--- src/rtl/draw_scheduler_pkg.sv ---
// Shared screen geometry, rectangle type and FSM encoding for the frame-paced
// sprite draw scheduler.
package draw_scheduler_pkg;
  localparam int SCREEN_W = 160;
  localparam int SCREEN_H = 120;
  localparam int COLOUR_W = 3;
  localparam int X_W      = 8;
  localparam int Y_W      = 7;
  localparam int DIM_W    = 4;

  typedef enum logic [2:0] {
    S_IDLE, S_LATCH, S_ERASE, S_DRAW, S_NEXT, S_DONE
  } state_t;

  typedef struct packed {
    logic [X_W-1:0]   x;
    logic [Y_W-1:0]   y;
    logic [DIM_W-1:0] w;
    logic [DIM_W-1:0] h;
  } rect_t;

  function automatic logic rect_visible(input logic en, input rect_t r);
    return en && (r.w != '0) && (r.h != '0);
  endfunction
endpackage

--- src/rtl/rect_scanner.sv ---
// Raster walker over one rectangle. x/y/in_bounds describe the scan position
// that becomes current at the next clock edge, so the caller can register it.
module rect_scanner
  import draw_scheduler_pkg::*;
(
  input  logic             clk,
  input  logic             rst_n,
  input  logic             start,
  input  logic             step,
  input  logic [X_W-1:0]   x0,
  input  logic [Y_W-1:0]   y0,
  input  logic [DIM_W-1:0] w,
  input  logic [DIM_W-1:0] h,
  output logic [X_W-1:0]   x,
  output logic [Y_W-1:0]   y,
  output logic             in_bounds,
  output logic             last
);
  logic [DIM_W-1:0] dx, dy, dx_nxt, dy_nxt;
  logic [X_W:0]     x_sum;
  logic [Y_W:0]     y_sum;

  // w/h belong to the rectangle currently being scanned
  assign last = (dx == w - DIM_W'(1)) && (dy == h - DIM_W'(1));

  always_comb begin
    dx_nxt = dx;
    dy_nxt = dy;
    if (start) begin
      dx_nxt = '0;
      dy_nxt = '0;
    end else if (step) begin
      if (dx == w - DIM_W'(1)) begin
        dx_nxt = '0;
        dy_nxt = dy + DIM_W'(1);
      end else begin
        dx_nxt = dx + DIM_W'(1);
      end
    end
  end

  always_ff @(posedge clk or negedge rst_n) begin
    if (!rst_n) begin
      dx <= '0;
      dy <= '0;
    end else begin
      dx <= dx_nxt;
      dy <= dy_nxt;
    end
  end

  // one extra bit so positions past the screen edge clip instead of wrapping
  assign x_sum     = {1'b0, x0} + {{(X_W+1-DIM_W){1'b0}}, dx_nxt};
  assign y_sum     = {1'b0, y0} + {{(Y_W+1-DIM_W){1'b0}}, dy_nxt};
  assign in_bounds = (x_sum < (X_W+1)'(SCREEN_W)) && (y_sum < (Y_W+1)'(SCREEN_H));
  assign x         = x_sum[X_W-1:0];
  assign y         = y_sum[Y_W-1:0];
endmodule

--- src/rtl/draw_scheduler.sv ---
// Shares the VGA write port between NUM_REQ sprite requesters: once per frame
// tick, erase each requester's previous rectangle and fill its new one.
module draw_scheduler
  import draw_scheduler_pkg::*;
#(
  parameter int                  NUM_REQ      = 3,
  parameter int                  FRAME_CYCLES = 416666,
  parameter logic [COLOUR_W-1:0] BG_COLOUR    = 3'b000
)(
  input  logic                         clk,
  input  logic                         rst_n,
  input  logic                         enable,
  input  logic [NUM_REQ-1:0]           req_en,
  input  logic [X_W*NUM_REQ-1:0]       req_x,
  input  logic [Y_W*NUM_REQ-1:0]       req_y,
  input  logic [DIM_W*NUM_REQ-1:0]     req_w,
  input  logic [DIM_W*NUM_REQ-1:0]     req_h,
  input  logic [COLOUR_W*NUM_REQ-1:0]  req_colour,
  output logic [X_W-1:0]               x,
  output logic [Y_W-1:0]               y,
  output logic [COLOUR_W-1:0]          colour,
  output logic                         writeEn,
  output logic                         busy,
  output logic                         frame_done,
  output logic                         overrun
);
  localparam int CNT_W = (FRAME_CYCLES > 2) ? $clog2(FRAME_CYCLES) : 1;
  localparam int IDX_W = (NUM_REQ > 1) ? $clog2(NUM_REQ) : 1;
  localparam logic [IDX_W-1:0] LAST_IDX = IDX_W'(NUM_REQ - 1);

  state_t state, state_nxt;
  logic [IDX_W-1:0] idx, idx_nxt, idx_inc;
  logic [CNT_W-1:0] cnt;
  logic             tick;

  rect_t [NUM_REQ-1:0]                live_rect, new_rect, old_rect;
  logic  [NUM_REQ-1:0][COLOUR_W-1:0]  live_col, new_col;
  logic  [NUM_REQ-1:0]                live_ok, new_ok, old_valid;

  rect_t               cur_rect, nxt_rect;
  logic [COLOUR_W-1:0] nxt_col;
  logic                scan_start, scan_step, scan_nxt;
  logic [X_W-1:0]      sx;
  logic [Y_W-1:0]      sy;
  logic                s_in, s_last;

  for (genvar g = 0; g < NUM_REQ; g++) begin : g_req
    assign live_rect[g] = {req_x[g*X_W +: X_W], req_y[g*Y_W +: Y_W],
                           req_w[g*DIM_W +: DIM_W], req_h[g*DIM_W +: DIM_W]};
    assign live_col[g]  = req_colour[g*COLOUR_W +: COLOUR_W];
    assign live_ok[g]   = rect_visible(req_en[g], live_rect[g]);
  end

  assign tick    = (cnt == '0);
  assign idx_inc = idx + IDX_W'(1);

  // nxt_rect/nxt_col describe the rectangle scanned in the next cycle; in LATCH
  // the shadows are still loading, so requester 0 is taken from the live inputs.
  always_comb begin
    state_nxt  = state;
    idx_nxt    = idx;
    scan_start = 1'b0;
    scan_step  = 1'b0;
    cur_rect   = (state == S_ERASE) ? old_rect[idx] : new_rect[idx];
    nxt_rect   = cur_rect;
    nxt_col    = new_col[idx];
    case (state)
      S_IDLE:  if (tick && enable) state_nxt = S_LATCH;
      S_LATCH: begin
        idx_nxt    = '0;
        scan_start = 1'b1;
        if (old_valid[0]) begin
          state_nxt = S_ERASE;
          nxt_rect  = old_rect[0];
        end else if (live_ok[0]) begin
          state_nxt = S_DRAW;
          nxt_rect  = live_rect[0];
          nxt_col   = live_col[0];
        end else begin
          state_nxt = S_NEXT;
        end
      end
      S_ERASE: begin
        if (!s_last) begin
          scan_step = 1'b1;
        end else if (new_ok[idx]) begin
          state_nxt  = S_DRAW;
          scan_start = 1'b1;
          nxt_rect   = new_rect[idx];
        end else begin
          state_nxt = S_NEXT;
        end
      end
      S_DRAW: begin
        if (!s_last) scan_step = 1'b1;
        else         state_nxt = S_NEXT;
      end
      S_NEXT: begin
        if (idx == LAST_IDX) begin
          state_nxt = S_DONE;
        end else begin
          idx_nxt    = idx_inc;
          scan_start = 1'b1;
          if (old_valid[idx_inc]) begin
            state_nxt = S_ERASE;
            nxt_rect  = old_rect[idx_inc];
          end else if (new_ok[idx_inc]) begin
            state_nxt = S_DRAW;
            nxt_rect  = new_rect[idx_inc];
            nxt_col   = new_col[idx_inc];
          end else begin
            state_nxt = S_NEXT;
          end
        end
      end
      S_DONE:  state_nxt = S_IDLE;
      default: state_nxt = S_IDLE;
    endcase
  end

  assign scan_nxt = (state_nxt == S_ERASE) || (state_nxt == S_DRAW);

  rect_scanner u_scan (
    .clk       (clk),
    .rst_n     (rst_n),
    .start     (scan_start),
    .step      (scan_step),
    .x0        (nxt_rect.x),
    .y0        (nxt_rect.y),
    .w         (cur_rect.w),
    .h         (cur_rect.h),
    .x         (sx),
    .y         (sy),
    .in_bounds (s_in),
    .last      (s_last)
  );

  always_ff @(posedge clk or negedge rst_n) begin
    if (!rst_n) begin
      state      <= S_IDLE;
      idx        <= '0;
      cnt        <= CNT_W'(FRAME_CYCLES - 1);
      busy       <= 1'b0;
      frame_done <= 1'b0;
      overrun    <= 1'b0;
    end else begin
      state      <= state_nxt;
      idx        <= idx_nxt;
      cnt        <= tick ? CNT_W'(FRAME_CYCLES - 1) : cnt - CNT_W'(1);
      busy       <= (state_nxt != S_IDLE);
      frame_done <= (state == S_DONE);
      if (tick && (state != S_IDLE)) overrun <= 1'b1;
    end
  end

  // pixel port: address/colour only move on a real write
  always_ff @(posedge clk or negedge rst_n) begin
    if (!rst_n) begin
      x       <= '0;
      y       <= '0;
      colour  <= '0;
      writeEn <= 1'b0;
    end else begin
      writeEn <= scan_nxt && s_in;
      if (scan_nxt && s_in) begin
        x      <= sx;
        y      <= sy;
        colour <= (state_nxt == S_ERASE) ? BG_COLOUR : nxt_col;
      end
    end
  end

  always_ff @(posedge clk or negedge rst_n) begin
    if (!rst_n) begin
      new_rect  <= '0;
      new_col   <= '0;
      new_ok    <= '0;
      old_rect  <= '0;
      old_valid <= '0;
    end else begin
      if (state == S_LATCH) begin
        new_rect <= live_rect;
        new_col  <= live_col;
        new_ok   <= live_ok;
      end
      if (state == S_NEXT) begin
        old_rect[idx]  <= new_rect[idx];
        old_valid[idx] <= new_ok[idx];
      end
    end
  end
endmodule

--- config.mk ---
export PLATFORM = sky130hd
export DESIGN_NAME = draw_scheduler
export DESIGN_NICKNAME = d
export VERILOG_FILES = /design/src/rtl/draw_scheduler_pkg.sv /design/src/rtl/rect_scanner.sv /design/src/rtl/draw_scheduler.sv
export SDC_FILE = /design/constraint.sdc
export NUM_CORES = 1
export LEC_CHECK = 0
export CAP_MARGIN = 25
export CORE_AREA = 2 2 146 148
export CTS_BUF_LIST = sky130_fd_sc_hd__clkbuf_4 sky130_fd_sc_hd__clkbuf_8
export CTS_CLUSTER_SIZE = 10
export DETAILED_ROUTE_END_ITERATION = 16
export DIE_AREA = 0 0 148 150
export GPL_ROUTABILITY_DRIVEN = 0
export GPL_TIMING_DRIVEN = 0
export PLACE_DENSITY = 0.78
export SYNTH_ARGS = -nofsm -noshare
export SYNTH_HDL_FRONTEND = slang
export SYNTH_SLANG_ARGS = --single-unit
--- constraint.sdc ---
create_clock -name clk -period 8.7 [get_ports clk]
set_input_delay 1.74 -clock clk [delete_from_list [all_inputs] [get_ports clk]]
set_output_delay 1.74 -clock clk [all_outputs]
set_load 0.1 [all_outputs]
==> impl_metrics.py <==
metrics = {
    "yosys": {
        "synth.net_count": 1505,
        "synth_area_leaders": "dfrtp_1 40%, nand2_1 9.5%, mux2i_1 5.4%",
        "async_flop_share_pct": 100,
        "synth_ff_type": "dfrtp_1",
        "synthDistinctLibCells": 74,
        "synth_edf_count": 0,
        "ys_ff_latch": 207,
        "syn_area_sq_mm": 0.0121,
        "synth_largest_area_cell": "dfrtp_1",
        "synthTopCellsByCount": "308 x nand2_1, 196 x dfrtp_1, 122 x a21oi_1",
        "yosys_warnings": 0,
        "synthCells": 1403,
        "yosysMostFrequentCell": "nand2_1",
        "syn_avg_cell_area_sq_um": 8.65,
        "seq_area_frac_synth_pct": 42.8,
        "synth_top_area_share_pct": 40.4,
    },
    "clock_tree": {
        "cts_resized": 0,
        "clk_pin_slew_ns": 0.06,
        "root_buffer": "clkbuf_8",
        "cts_num_sinks": 207,
        "tritoncts": "done",
        "clk_path_buf_depth": 3,
        "cts-htree-levels": 2,
        "ctsHoldBuffers": 0,
        "post-cts-setup-buffers": 0,
        "numCtsBuffers": 38,
        "clk_latency_ns": 0.58,
    },
    "sta": {
        "worst_pin_slew_ns": 1.13,
        "fin_crit_ns": 8.45,
        "rsz0062_at_grt": "no",
        "period_share_pct": 97.1,
        "slew_headroom_pct": 24.9,
        "drv_slew": 0,
        "setup_viol": 0,
        "hold_slack_ns": 0.470,
        "finalSetupTns_ns": 0,
        "finalHoldViolations": 0,
        "finClkSkew_ns": 0.0303,
        "fmax_ghz": 0.118,
    },
    "min_path": {
        "hold_depth": 1,
        "hold_class": "reg -> reg",
        "min-delay-start": "cnt[0]",
        "hold_end": "cnt[0]",
    },
    "power_and_ir_drop": {
        "p_per_area_mw_per_mm2": 144,
        "vdd_drop_max_uv": 139,
        "power_leakage_nw": 6.15,
        "total_power_mw": 2.07,
    },
    "place": {
        "place_hpwl_mm": 29.2,
        "numPortBuffers": 105,
    },
    "setup_path": {
        "max_stage_delay_ns": 0.72,
        "worstSetupPathType": "reg -> reg",
        "crit_path_max_fanout": 10,
        "cp.required_ns": 9.13,
        "cpMaxStageDelayCell": "clkbuf_1",
        "crit_path_start_kind": "flip-flop",
        "reg2reg_depth": 30,
        "timing.rr.end": "x[5]",
        "path_common_cell": "a21oi_1",
        "r2r_slack_ns": 0.25,
        "cp.arrival_ns": 8.88,
        "end_kind": "flip-flop",
        "reg2reg_from": "idx[0]",
    },
    "detailed_routing": {
        "dr.max_layer_used": "met4",
        "antenna_left": 0,
        "wl_met1_mm": 15.7,
        "wl_met3_mm": 5.67,
        "firstDrtPassIters": 8,
        "wl_met2_mm": 17.2,
        "vias": 12100,
        "drt-initial-drc-count": 1774,
        "wl_per_cell_microns": 22.2,
        "drc": 0,
        "routed_wl_mm": 41.2,
        "vias_per_cell": 6.51,
    },
    "layout": {
        "drive_gt1_share_pct": 9.25,
        "n_antenna_cell": 0,
        "fin_nets": 1652,
        "syn2layout_area_growth_pct": 18.9,
    },
    "die": {
        "row_count": 53,
        "die_area_sq_mm": 0.0222,
        "coreArea_sq_mm": 0.0207,
        "initial_utilization_pct": 58.6,
        "io_pins": 106,
        "die_w_microns": 148,
        "die_height_microns": 150,
    },
    "status": {
        "status": "finished clean",
    },
    "job": {
        "maxCapViolCount": 0,
    },
    "global_routing": {
        "grt_pass1_wl_mm": 63.3,
        "grt_max_degree": 125,
        "antenna_found_initial": 0,
        "grt_overflow": 0,
        "grt_pass1_vias": 11600,
        "track_usage_pct": 37.3,
    },
}
layout make-up:
type,count,area (sq um)
Clock inverter,13,129
Buffer,93,390
Tap cell,275,344
Clock buffer,56,721
Sequential cell,207,5190
Inverter,20,75.1
Multi-Input combinational cell,1083,6480
Timing Repair Buffer,107,1090
Fill cell,1714,6270
worst max path at each step:
stage | from | end | slack [ns] | cells past startpoint
after floorplan | idx[0] | x[0] | 2.19 | 29
after global placement | rst_n | new_rect[62] | -2.73 | 1
after detailed placement | idx[1] | x[5] | 0.46 | 26
after CTS | idx[1] | x[5] | 0.40 | 26
after global routing | idx[0] | x[4] | 0.004 | 29
final | idx[0] | x[5] | 0.25 | 30
report_power, final:
group / leakage [nW] / internal [mW] / total, mW / switching, mW
registers: 2.40 / 0.963 / 0.963 / 0
clock network: 0.451 / 0.597 / 1.04 / 0.442
logic: 3.30 / 0.0362 / 0.0689 / 0.0327
total: 6.15 / 1.60 / 2.07 / 0.474
through the flow:
step	setup slack, ns	instance area (sq um)	std cells	util (%)
detailed placement	0.460	13600	1784	65.5
finish	0.253	14400	1854	69.7
CTS	0.402	14400	1853	69.6
floorplan	2.19	12100	1403	-
global placement	-2.73	13500	1783	65.4
global route	0.00427	14400	1854	69.7
metal layers:
layer	track usage, %	up-vias
met5	0.909	-
met4	20.8	0
met3	11.5	234
met2	54.5	893
met1	49.3	5673
li1	-	5276
cell families (layout without fill, tap and decap cells):
logic type	count (synthesis)	count (layout)	synth area share [%]
buf+inv	113	289	3.82
fa+ha+maj	18	18	1.98
compound gates	390	390	20.5
flops	207	207	42.8
simple gates	531	531	18.9
mux	107	107	9.29
xor+xnor	37	37	2.78
critical path: cells and delay by family, from the launching register on:
| kind | cells | cell delay, ns |
|---|---|---|
| adder cells (fa/ha/maj) | 2 | 0.68 |
| multiplexers | 3 | 0.60 |
| AND/OR/NAND/NOR | 6 | 1.47 |
| AO/OA/AOI/OAI | 8 | 1.54 |
| flip-flops | 1 | 0.37 |
| buffers and inverters | 11 | 3.64 |
registers in the layout, indices dropped and copies added, names as in the netlist:
name and flops:
state 3, new_ok 3, cnt 19, busy 1
colour 3, u_scan.dx 4, y 7, old_rect 69
x 8, new_rect 69, frame_done 1, new_col 9
overrun 1, old_valid 3, u_scan.dy 4, idx 2
writeEn 1
cell usage in the layout (no fill, tap or decap), types with 13 or more instances in the layout:
| master | synthesis | final |
|---|---|---|
| dfrtp_1 | 196 | 196 |
| xnor2_1 | 23 | 23 |
| ha_1 | 16 | 16 |
| xor2_1 | 13 | 13 |
| nor2_1 | 116 | 116 |
| buf_1 | 17 | 16 |
| clkdlybuf4s50_1 | 0 | 104 |
| mux2i_1 | 65 | 65 |
| o21ai_0 | 104 | 104 |
| nor3_1 | 16 | 16 |
| a21oi_1 | 122 | 121 |
| nand2_1 | 308 | 308 |
| mux2_2 | 33 | 33 |
| inv_1 | 20 | 20 |
| a22oi_1 | 20 | 20 |
| clkbuf_1 | 66 | 65 |
| nand3_1 | 15 | 15 |
| clkbuf_8 | 0 | 48 |
| a221o_1 | 14 | 14 |
| a21o_1 | 19 | 19 |
Note: power is estimated with default switching activity, not from simulation.
